$ cat src/rtl/ts_buffer_comb.sv
// Fixed-latency TS word delay line: DATA_OUT is DATA_IN delayed by DEPTH clock edges.
// Optional TS_BUFFER_PRIME_EN adds PRIMED, set once reset zeros have been flushed out.
`timescale 1ns/1ps

module ts_buffer_comb #(
    parameter int unsigned WIDTH = 10,
    parameter int unsigned DEPTH = 2
) (
    input  logic             CLOCK,
    input  logic             RESET,
    input  logic [WIDTH-1:0] DATA_IN,
    output logic [WIDTH-1:0] DATA_OUT
`ifdef TS_BUFFER_PRIME_EN
    ,
    output logic             PRIMED
`endif
);

    generate
        if (DEPTH > 16 || WIDTH < 1 || WIDTH > 64) begin : g_param_err
            $error("ts_buffer_comb: illegal parameters WIDTH=%0d DEPTH=%0d", WIDTH, DEPTH);
        end

        if (DEPTH == 0) begin : g_pass
            assign DATA_OUT = DATA_IN;

            // Clock and reset have no role in the zero-latency build.
            logic unused_clk_rst;
            assign unused_clk_rst = CLOCK ^ RESET;

`ifdef TS_BUFFER_PRIME_EN
            assign PRIMED = 1'b1;
`endif
        end else begin : g_delay
            logic [WIDTH-1:0] stage_q [DEPTH];

            always_ff @(posedge CLOCK or posedge RESET) begin
                if (RESET) begin
                    for (int k = 0; k < int'(DEPTH); k++) begin
                        stage_q[k] <= '0;
                    end
                end else begin
                    stage_q[0] <= DATA_IN;
                    for (int k = 1; k < int'(DEPTH); k++) begin
                        stage_q[k] <= stage_q[k-1];
                    end
                end
            end

            assign DATA_OUT = stage_q[DEPTH-1];

`ifdef TS_BUFFER_PRIME_EN
            localparam int unsigned CntW = $clog2(DEPTH + 1);
            localparam logic [CntW-1:0] CntMax = CntW'(DEPTH);

            logic [CntW-1:0] cnt_d, cnt_q;

            // Saturates at DEPTH: by then every stage holds a captured word.
            always_comb begin
                cnt_d = cnt_q;
                if (cnt_q != CntMax) begin
                    cnt_d = cnt_q + CntW'(1);
                end
            end

            always_ff @(posedge CLOCK or posedge RESET) begin
                if (RESET) begin
                    cnt_q <= '0;
                end else begin
                    cnt_q <= cnt_d;
                end
            end

            assign PRIMED = (cnt_q == CntMax);
`endif
        end
    endgenerate

endmodule

$ cat config.mk
export PLATFORM = sky130hd
export DESIGN_NAME = ts_buffer_comb
export DESIGN_NICKNAME = d
export VERILOG_FILES = /design/src/rtl/ts_buffer_comb.sv
export SDC_FILE = /design/constraint.sdc
export NUM_CORES = 1
export LEC_CHECK = 0
export BUFFER_PORTS_ARGS = -buffer_cell sky130_fd_sc_hd__buf_2
export CAP_MARGIN = 20
export CORE_MARGIN = 1
export CORE_UTILIZATION = 40
export DETAILED_ROUTE_END_ITERATION = 10
export PLACE_DENSITY = 0.65
export SLEW_MARGIN = 20
export SYNTH_ARGS = -nofsm -noshare
export SYNTH_HDL_FRONTEND = slang
export SYNTH_SLANG_ARGS = --single-unit
$ cat constraint.sdc
create_clock -name CLOCK -period 0.8 [get_ports CLOCK]
set_input_delay 0.12 -clock CLOCK [delete_from_list [all_inputs] [get_ports CLOCK]]
set_output_delay 0.12 -clock CLOCK [all_outputs]
set_load 0.02 [all_outputs]
==> flow_summary.ini <==
[outcome]
status = complete, but fails checks
violations = negative setup slack

[finish]
fin_area_um2 = 852.1
final_core_util = 0.6467
instances_no_fill = 74
regArea_um2 = 500.5
fill_cells = 97
multi_input_area_um2 = 0
layout-drive-gt1-share = 0.4576
fin_nets = 72
nMultiInputCombCells = 0
antennaDiodeCount = 0
syn_to_final_growth_pct = 47.08

[global_route]
grt_usage = 0.1150
grt_pass1_wl_um = 1055
overflow = 0
grt_max_degree = 12
first_global_vias = 247
antenna_found_initial = 0

[placed_design]
dp_cells = 59
port_buffers = 21
post_dp_cell_area_um2 = 643.1
finalWeightedCongestion = 0.6341

[setup_path]
ff2ff_path_depth = 0
cp_slowest_cell = dfrtp_1
critPathBufInv = 1
critPathMaxFanout = 1
r2r_start = g_delay.stage_q[13]
slowest_delay_ps = 400
startpoint_type = flip-flop
cp_top_family = flip-flops
end_kind = primary output
r2r-end = DATA_OUT[3]
arrival_ps = 810
r2r_setup_slack_ps = 320
required_ps = 680
worstPathCellList = buf_6
crit_type = flip-flop to primary output

[clock_network]
insertion_delay_ps = 280
cts-root-buf = clkbuf_4
cts.sinks = 20
clockBufferDepth = 2
cts_buffers = 3
path_clk_slew_ps = 100
h-tree-depth = 1
cts_setup_buffers = 0
cts_tree = yes

[die]
design.core.area_mm2 = 0.001318
ioPinCount = 22
floorplan.die.height_um = 40.06
die_w_um = 40.06
rows = 13
fp.dieArea_mm2 = 0.001604
initial_core_util = 0.4397

[timing]
drv_slew = 0
fmaxAchievable_ghz = 1.071
hold_viol_final = 0
tns_ps = -1168
finClkSkew_ps = 1.627
period_share = 1.168
period_needed_ps = 934.1
rsz0062_at_grt = yes
max_slew_margin = 0.9187
setup_violations = 10
setup_ws_ps = -134.1
tightest_slew_ps = 122.0

[synthesis]
yosys.area.top_type = dfrtp_1
yosys.cell_count.top_type = dfrtp_1
synth_top_flop_cell = dfrtp_1
asyncSetResetFlopFracSynth = 1.000
synth-edff-count = 0
synth_seq_cells = 20
synth_top_area_share = 0.8639
netlist_instances = 31
synthTopCellsByArea = dfrtp_1, buf_4, inv_1
synth.avg_cell_area_um2 = 18.69
ys_types = 3
synth_area_um2 = 579.3
yosys_warnings = 0
syn_nets = 43
synth_top_cells_by_count = dfrtp_1, buf_4, inv_1
ys_seq_area_frac = 0.8639

[worst_hold_path]
hold_depth = 0
min_path_type = flip-flop to flip-flop
holdCritStartpoint = g_delay.stage_q[11]
min_to = DATA_OUT[1]

[routing]
ant_nets = 0
drc_errors = 0
wl_per_cell_um = 9.716
wl_um = 719
drt_iter0_markers = 0
num_vias = 276
vias_per_cell = 3.730
first_pass_iters = 1

[run]
cap_violations = 0

[power_and_ir_drop]
power.leakage_nw = 0.4187
fin_total_pwr_mw = 1.802
ir_drop_uv = 1333
p_per_area_mw_per_mm2 = 2115
## state kept, by name (all words and copies together) (netlist names)
register	count
g_delay.stage_q	10
DATA_OUT	10
## cells in the final DEF (no fill, tap or decap)
cell / Yosys / layout
clkbuf_8: 0 / 1
buf_6: 0 / 10
clkbuf_4: 0 / 3
buf_2: 0 / 11
inv_1: 1 / 1
dfrtp_1: 20 / 20
dlygate4sd3_1: 0 / 11
buf_4: 10 / 2
## per-layer routing
layer  wire, um  vias to the layer above  global-route usage
li1           -                      137                   -
met1        244                      128              0.1279
met2        438                       11              0.1774
met3         36                        0             0.05000
met4          0                        0             0.07759
met5          0                        -                   0
## final cells by class
class                   instances  area share
clock buffers                   4     0.04258
inverters                       1    0.004405
flip-flops and latches         20      0.5874
well taps                      15     0.02203
repair buffers                 34      0.3436
## power breakdown
group,leakage (nW),switching (mW),internal (mW)
Clock,0.0210,0.265,0.277
Combinational,0.165,0.0745,0.108
Sequential,0.233,0.0163,1.06
Total,0.419,0.356,1.45
## repair_timing
| action | in CTS | in global routing |
|---|---|---|
| hold buffers | 11 | 0 |
| endpoints found under the hold margin | 30 | 0 |
| setup endpoints to repair | 10 | 10 |
| cloned | 0 | 0 |
| resized for setup | 20 | 0 |
| pin swaps | 0 | 0 |
## worst max path at each step
stage | startpoint | end | slack [ps] | depth (start not counted)
CTS | DATA_OUT[7] | DATA_OUT[7] | -130 | 1
floorplan | DATA_OUT[0] | DATA_OUT[0] | 200 | 1
detailed placement | DATA_OUT[7] | DATA_OUT[7] | 190 | 1
global placement | DATA_OUT[7] | DATA_OUT[7] | 190 | 1
global route | DATA_OUT[2] | DATA_OUT[2] | -180 | 1
finish | DATA_OUT[2] | DATA_OUT[2] | -130 | 1
## cell families (layout without fill, tap and decap cells)
logic type	after synthesis	after routing	share of synthesized area
buffers and inverters	11	39	0.1361
DFF	20	20	0.8639
## stage by stage
step / setup WS, ps / hold slack (ps)
floorplan: 198.4 / 83.83
global placement: 185.0 / 118.2
detailed placement: 187.6 / 141.2
CTS: -133.4 / 358.4
global route: -179.5 / 362.7
finish: -134.1 / 355.6
Note: power is estimated with default switching activity, not from simulation.
